## config.mk

```make
export PLATFORM = sky130hd
export DESIGN_NAME = mem_arbiter
export DESIGN_NICKNAME = d
export VERILOG_FILES = /design/src/rtl/mem_arbiter.sv
export SDC_FILE = /design/constraint.sdc
export NUM_CORES = 1
export LEC_CHECK = 0
export CAP_MARGIN = 20
export CORE_MARGIN = 2
export CORE_UTILIZATION = 37
export DETAILED_ROUTE_END_ITERATION = 8
export PLACE_DENSITY = 0.88
export SKIP_CTS_REPAIR_TIMING = 1
export SYNTH_ARGS = -nofsm -noshare
export SYNTH_HDL_FRONTEND = slang
export SYNTH_SLANG_ARGS = --single-unit
```

## constraint.sdc

```tcl
create_clock -name clk -period 4.7 [get_ports clk]
set_input_delay 0.94 -clock clk [delete_from_list [all_inputs] [get_ports clk]]
set_output_delay 0.94 -clock clk [all_outputs]
set_load 0.005 [all_outputs]
```

## src/rtl/mem_arbiter.sv

```systemverilog
// mem_arbiter: shares one fixed-latency memory port between instruction fetch and MEM-stage data access.
// Build macro MEMARB_FAIRNESS_EN lets a waiting fetch win after MAX_DSTREAK back-to-back data grants.
module mem_arbiter #(
    parameter int unsigned LAT         = 2,
    parameter int unsigned MAX_DSTREAK = 4
) (
    input  logic        clk,
    input  logic        reset,
    input  logic        i_req,
    input  logic [31:0] i_addr,
    output logic [31:0] i_rdata,
    output logic        i_done,
    input  logic        d_req,
    input  logic        d_we,
    input  logic [31:0] d_addr,
    input  logic [31:0] d_wdata,
    output logic [31:0] d_rdata,
    output logic        d_done,
    output logic        stall_f,
    output logic        stall_m,
    output logic        mem_req,
    output logic        mem_we,
    output logic [31:0] mem_addr,
    output logic [31:0] mem_wd,
    input  logic [31:0] mem_rd
);

    localparam int unsigned CW = $clog2(LAT + 1);

    typedef enum logic [1:0] {
        IDLE = 2'd0,
        BUSY = 2'd1,
        DONE = 2'd2
    } state_t;

    state_t        state_q, state_d;
    logic [CW-1:0] cnt_q, cnt_d;
    logic          owner_q;      // 1 = data access owns the transaction
    logic          start;
    logic          finish;
    logic          take_data;
    logic          grant_data;

    if (LAT < 1 || MAX_DSTREAK < 1) begin : g_param_check
        $error("mem_arbiter: LAT and MAX_DSTREAK must be at least 1");
    end

`ifdef MEMARB_FAIRNESS_EN
    localparam int unsigned SW = $clog2(MAX_DSTREAK + 1);

    logic [SW-1:0] streak_q;
    logic          fetch_turn;

    // Fetch takes its turn once data has won MAX_DSTREAK times in a row over it.
    assign fetch_turn = i_req && (streak_q == SW'(MAX_DSTREAK));
    assign grant_data = d_req && !fetch_turn;

    always_ff @(posedge clk or posedge reset) begin
        if (reset) begin
            streak_q <= '0;
        end else if (start) begin
            if (take_data && i_req) begin
                streak_q <= streak_q + SW'(1);
            end else begin
                streak_q <= '0;
            end
        end
    end
`else
    assign grant_data = d_req;
`endif

    // Stall requests follow the live request lines until the matching done pulse.
    assign stall_f = i_req & ~i_done;
    assign stall_m = d_req & ~d_done;

    // State register
    always_ff @(posedge clk or posedge reset) begin
        if (reset) begin
            state_q <= IDLE;
            cnt_q   <= '0;
        end else begin
            state_q <= state_d;
            cnt_q   <= cnt_d;
        end
    end

    // Next-state and transaction control
    always_comb begin
        state_d   = state_q;
        cnt_d     = cnt_q;
        start     = 1'b0;
        finish    = 1'b0;
        take_data = 1'b0;
        case (state_q)
            IDLE: begin
                if (d_req || i_req) begin
                    start     = 1'b1;
                    take_data = grant_data;
                    cnt_d     = '0;
                    state_d   = BUSY;
                end
            end
            BUSY: begin
                if (cnt_q == CW'(LAT)) begin
                    finish  = 1'b1;
                    state_d = DONE;
                end else begin
                    cnt_d = cnt_q + CW'(1);
                end
            end
            DONE: begin
                state_d = IDLE;
            end
            default: begin
                state_d = IDLE;
            end
        endcase
    end

    // Latched request, memory strobes, read-data capture and done pulses
    always_ff @(posedge clk or posedge reset) begin
        if (reset) begin
            owner_q  <= 1'b0;
            mem_req  <= 1'b0;
            mem_we   <= 1'b0;
            mem_addr <= '0;
            mem_wd   <= '0;
            i_rdata  <= '0;
            d_rdata  <= '0;
            i_done   <= 1'b0;
            d_done   <= 1'b0;
        end else begin
            mem_req <= start;
            i_done  <= finish && !owner_q;
            d_done  <= finish && owner_q;
            if (start) begin
                owner_q <= take_data;
                if (take_data) begin
                    mem_addr <= d_addr;
                    mem_we   <= d_we;
                    mem_wd   <= d_wdata;
                end else begin
                    mem_addr <= i_addr;
                    mem_we   <= 1'b0;
                    mem_wd   <= '0;
                end
            end
            if (finish && !owner_q) begin
                i_rdata <= mem_rd;
            end
            // Stores complete without touching the load data register.
            if (finish && owner_q && !mem_we) begin
                d_rdata <= mem_rd;
            end
        end
    end

endmodule

```

# Word level (Yosys, flattened, before mapping)
# Index checks and enable logic that the tools add are counted.
# classes
addsub,1
multipliers,0
div,0
order_cmp,0
n_eq_ne,5
shift,0
muxes,15
n_bitwise,4
n_reduce_logical,10
# ops
op,n
two-way mux 32 bit,2
two-way mux 2 bit,4
case mux 2 bit (2 select lines),2
two-way mux 1 bit,7
"inequality test 2 bit, second input constant",3
logical AND 1 bit,3
AND reduction 3 bit,1
"adder 2 x 1 -> 2 bit, second input constant",1
bitwise AND 1 bit,2
"equality test 2 x 1 -> 1 bit, second input constant",1
"equality test 2 bit, second input constant",1
zero test 1 bit,2
zero test 2 bit,1
inverter 1 bit,2
AND reduction 2 bit,1
nonzero test 2 bit,1
logical OR 1 bit,1
# totals
register_bits,137
latch_bits,0
mem_bits_rw,0
romBits,0
n_memories,0

# Logic depth before layout (Yosys ltp)
# Gate-level depths: netlist of the first run.
# depth
ltp_word,5
ltp_mapped,7
depth_no_buf,5

# Worst setup path before layout of the first run
# OpenSTA, ideal clock, no wires.
# synth_path
path_type,in2out
startpoint,in d_req
endpoint,out stall_m
arrival_time_ps,1548
t_required_ps,3760
slack_ps,2212
stages,3
n_path_buf,2
cell_sequence,buf_2 buf_1 nor2b_1
# synth_via
elab_chain_cells,1
# synth_rtl
element,line_no,source
from (decl),13,"input logic d_req,"
bitwise AND 1 bit,75,assign stall_m = d_req & ~d_done;
to (decl),20,"output logic stall_m,"
# No other way between the ends.

# Worst setup path in the final report of the first run
# Ends and elaborated chain as after synthesis.

==> results of run 1 <==
## cell families after synthesis
logic type | after synthesis | share of synthesized area
flip-flops | 137 | 0.612
AO/OA/AOI/OAI | 101 | 0.149
multiplexers | 65 | 0.170
buffers and inverters | 34 | 0.0460
AND/OR/NAND/NOR | 16 | 0.0208
adder cells (fa/ha/maj) | 1 | 0.00223
## path summary, 6_finish.rpt
path	end	depth (start not counted)	slack (ns)	from
max in group asynchronous	i_rdata[24]	3	2.77	reset
worst min-delay path	cnt_q[0]	1	0.48	cnt_q[0]
worst max-delay path	stall_m	4	1.29	d_req
worst min register to register	cnt_q[0]	1	0.48	cnt_q[0]
min in group asynchronous	d_rdata[11]	2	1.12	reset
worst max register to register	d_rdata[31]	6	2.44	cnt_q[0]
## power by group through the flow
stage | clock [mW] | sequential (mW) | combinational [mW]
final | 1.29 | 2.09 | 2.49
after global routing | 1.37 | 2.16 | 2.65
after CTS | 1.31 | 2.10 | 2.49
after detailed placement | 0 | 2.09 | 2.48
after global placement | 0 | 2.07 | 2.41
after floorplan | 0 | 2.09 | 1.07
## cell type report
cell class	instances	area share
Timing Repair Buffer	275	0.309
Multi-Input combinational cell	183	0.216
Tap cell	184	0.0258
Inverter	4	0.00224
Clock buffer	24	0.0562
Sequential cell	137	0.384
Clock inverter	3	0.00729
## stage by stage
| step | cells | hold slack (ns) | setup slack (ns) |
|---|---|---|---|
| after floorplan | 354 | 0.451 | 0.0922 |
| after global routing | 810 | 0.506 | 1.22 |
| after detailed placement | 781 | 0.473 | 1.29 |
| after CTS | 808 | 0.487 | 1.28 |
| final | 810 | 0.483 | 1.29 |
| after global placement | 781 | 0.462 | 1.30 |
## state kept, by name (all words and copies together), names as in the netlist
register  flops
mem_we        1
state_q       2
i_rdata      32
cnt_q         2
d_done        1
i_done        1
mem_addr     32
owner_q       1
mem_wd       32
d_rdata      32
mem_req       1
## routing by layer
metal	part of all wire	wire (um)	vias to the layer above	track usage
met5	0	0	-	0
met4	0.021	325	0	0.0756
met3	0.064	980	23	0.0528
met2	0.52	7960	168	0.331
met1	0.40	6150	1987	0.219
li1	-	-	1844	-
## cells in the mapped netlist (2+ instances only)
cell type / n
buf_6: 2
buf_2: 14
clkbuf_1: 7
mux2_4: 59
buf_12: 6
o21ai_1: 2
nand2_1: 2
mux2_2: 5
a22o_1: 33
nor2b_1: 4
o2bb2ai_1: 31
dfrtp_1: 137
inv_1: 4
nor2_1: 2
nor2b_4: 2
a22oi_1: 31
==> run summary, run 1 <==
TritonCTS Buffers = 17
Sink Count = 137
GRT Total Usage = 0.189
H-tree depth = 4
Die Ht = 127 um
Setup crit end kind = output port
CTS tree = yes
Worst EP arrival = 2.47 ns
Reg power frac = 0.357
Cell Rows = 44
Internal power = 4.26 mW
Vias in the first global route = 4414
DR vias/cell = 4.97
Cells along the critical path = clkdlybuf4s50_1, buf_4, nor2b_1, clkdlybuf4s50_1
Worst-path clk slew = 0.05 ns
Status = complete, no violations
# IOs = 267
Cells after synthesis = 354
Worst relative slew slack = 0.406
CORE AREA = 14600 um^2
Worst EP required = 3.76 ns
Slowest CP cell = clkdlybuf4s50_1
Fin Clk Skew = 0.00660 ns
Die X = 127 um
Multi-input gate area = 1930 um^2
Mapped cell area = 5600 um^2
Cell leakage power = 3.79 nW
Crit Path Class = in2out
CTS max path bufs = 2
Share of the synthesized area in the top cell type = 0.612
Setup-failing EPs final = 0
Worst Setup Start Kind = input pin
Yosys reg bits = 137
DRC errors left = 0
Final non-filler cell area = 8930 um^2
Fillers = 1056
Crit path buffers/inverters = 3
Hold Crit Class = reg2reg
Top cell type by total area after synthesis = dfrtp_1
Vias = 4022
Routability cong. = 0.800
Worst path top cell family by delay = buffers and inverters
Routed Antenna Nets = 0
P&R area growth vs syn = 59.5%
Switching share of power = 0.274
Main flop type after synthesis = dfrtp_1
Antenna cells = 0
Final setup TNS = 0 ns
Root Driver = clkbuf_16
Yosys cell types = 29
Initial DRC count = 141
Max-slew violations = 0
Max Fanout on Critical Path = 38
Most frequent cells in the layout = 266 x clkdlybuf4s50_1, 137 x dfrtp_1, 59 x mux2_4
Maximum VDD drop = 0.340 mV
DPL Wire Length = 10800 um
Global route overflow = 0
Top cells by area, synth = dfrtp_1 61%, mux2_4 16%, a22o_1 5.2%
Placed Area = 8320 um^2
Clock group share of total power = 0.219
Ys Warns = 0
Final period util = 0.726
Sequential area share after synthesis = 0.612
Largest net degree at the start of global routing = 103
First-pass GRT wire length = 23700 um
Max Fclk = 293 MHz
Post-Syn Nets = 488
Final design utilization = 0.610
Pwr Density = 658 nW/um^2
EDFF count, synth = 0
Total Power = 5.87 mW
Port buffer count = 266
First drt pass iteration count = 4
Avg Inst Size Synth = 15.8 um^2
FFs w/ async S/R, synth = 1.00
Worst-Skew Late Latency = 0.40 ns
Sequential Area = 3430 um^2
DR WL/cell = 19.0 um
Initial Utilization = 0.382
Count of final hold-check violations = 0
Initial antenna violation count = 0
RSZ-0062 raised after global routing = no
Die area = 16100 um^2
Worst path most repeated cell = clkdlybuf4s50_1
Crit path time final = 3.41 ns
Comb pwr share = 0.424
Sw power = 1.61 mW
DRT Wirelength = 15400 um
Max Cap Viol = 0
# nets final = 752
Slowest stage delay, CP = 0.52 ns
Most common cell after layout, fill and taps aside = clkdlybuf4s50_1
Worst slew pin tran = 0.892 ns
Layout cells sized above 1 = 0.169
Note: power is estimated with default switching activity, not from simulation.
==> run 2: changes to the inputs <==
clock period = 3.08 ns   (was 4.7 ns; I/O delays follow)
==> run 2 against run 1 <==
  * Sequential power up 52%
  * Critical endpoint unchanged
  * Via count up 2.5%
  * Design area up 1.5%
  * First-iteration DRC count up 29%
  * Die area unchanged
  * Core utilization up 0.90 points
  * Largest power group unchanged
  * Wire length up 1.4%
==> run summary, run 2 (synthesis gave the netlist of run 1 again) <==
Total Power = 9.08 mW
Fin cells = 819
TritonCTS Buffers = 17
Slowest CP cell = clkdlybuf4s50_1
Worst relative slew slack = 0.567
First drt pass iteration count = 4
Initial antenna violation count = 0
DPL Wire Length = 11200 um
First-pass GRT wire length = 23900 um
Cells along the critical path = clkdlybuf4s50_1, buf_4, nor2b_1, clkdlybuf4s50_1
Status = complete, no violations
Sink Count = 137
Setup-failing EPs final = 0
Die Ht = 127 um
Count of final hold-check violations = 0
Fillers = 1073
Worst EP arrival = 2.02 ns
Root Driver = clkbuf_16
Vias = 4121
Layout cells sized above 1 = 0.183
Pwr Density = 1000 nW/um^2
# IOs = 267
DR WL/cell = 19.1 um
Final setup TNS = 0 ns
Worst path most repeated cell = clkdlybuf4s50_1
Antenna cells = 0
Place WS = 0.345 ns
P&R area growth vs syn = 61.8%
Port buffer count = 266
Max-slew violations = 0
Worst slew pin tran = 0.648 ns
Max Fclk = 379 MHz
Maximum VDD drop = 0.477 mV
Cell Rows = 44
Vias in the first global route = 4596
CORE AREA = 14600 um^2
Worst Setup Start Kind = input pin
GRT Total Usage = 0.191
Crit path time final = 2.64 ns
Max Fanout on Critical Path = 22
Worst EP required = 2.46 ns
Final period util = 0.856
Worst path top cell family by delay = buffers and inverters
Cell leakage power = 3.85 nW
Max Cap Viol = 0
Crit Path Class = in2out
Placed Area = 8400 um^2
Slowest stage delay, CP = 0.50 ns
DR vias/cell = 5.03
Routed Antenna Nets = 0
# nets final = 756
Post-Place Cells = 785
CTS max path bufs = 2
Worst-path clk slew = 0.05 ns
RSZ-0062 raised after global routing = no
Initial Utilization = 0.382
Die X = 127 um
Most frequent cells in the layout = 266 x clkdlybuf4s50_1, 137 x dfrtp_1, 59 x mux2_4
CTS tree = yes
Setup crit end kind = output port
Largest net degree at the start of global routing = 52
Initial DRC count = 182
Setup slack after layout = 0.444 ns
Hold Crit Class = reg2reg
Final non-filler cell area = 9060 um^2
Sequential Area = 3430 um^2
Multi-input gate area = 1930 um^2
Routability cong. = 0.793
DRT Wirelength = 15600 um
Crit path buffers/inverters = 3
DRC errors left = 0
Most common cell after layout, fill and taps aside = clkdlybuf4s50_1
Global route overflow = 0
H-tree depth = 4
Fin Clk Skew = 0.00791 ns
Worst-Skew Late Latency = 0.41 ns
Die area = 16100 um^2
-- run 2: cell types whose count changed in the layout (fill, tap and decap cells not counted) --
cell	previous run	this run
clkinv_4	0	2
buf_12	0	4
clkinvlp_4	0	2
clkbuf_1	2	1
inv_6	1	2
clkbuf_8	5	6
-- run 2: final timing paths --
kind                       cells after the start  slack (ns)  startpoint            to
hold reg to reg                                1        0.48    cnt_q[0]      cnt_q[0]
setup reg to reg                               6        0.92    cnt_q[0]   i_rdata[30]
max in group asynchronous                      3        1.78       reset   i_rdata[25]
hold / removal                                 1        0.48    cnt_q[0]      cnt_q[0]
min in group asynchronous                      2        0.59       reset  mem_addr[14]
setup / recovery                               4        0.44       d_req       stall_m
-- run 2: stage by stage --
step,hold slack [ns],utilization
2_1_floorplan,0.451,-
3_3_place_gp,0.459,0.574
3_5_place_dp,0.474,0.574
4_1_cts,0.481,0.616
5_1_grt,0.500,0.619
6_report,0.477,0.619
-- run 2: power by group --
group	switching (mW)	internal (mW)	total [mW]
registers	0.516	2.66	3.18
logic	1.24	2.59	3.83
clock network	0.740	1.33	2.07
total	2.50	6.58	9.08
-- run 2: layout make-up --
| cell class | count | area share |
|---|---|---|
| flip-flops and latches | 137 | 0.378 |
| inverters | 4 | 0.00207 |
| clock inverters | 8 | 0.0119 |
| multi-input cells | 183 | 0.213 |
| clock buffers | 24 | 0.0565 |
| repair buffers | 279 | 0.313 |
| well taps | 184 | 0.0254 |
-- run 2: layer usage --
layer  vias up  global-route usage  wire, um
met3        41              0.0540      1030
li1       1862                   -         -
met4         0              0.0957       512
met2       184               0.322      7980
met1      2034               0.226      6110
met5         -                   0         0
-- run 2: worst register-to-register path, cell delays in order, from the launching register on --
cell	delay, ns
dfrtp_1	0.38
inv_1	0.06
ha_1	0.19
and3b_1	0.19
nor2b_4	0.57
buf_12	0.30
mux2_2	0.36
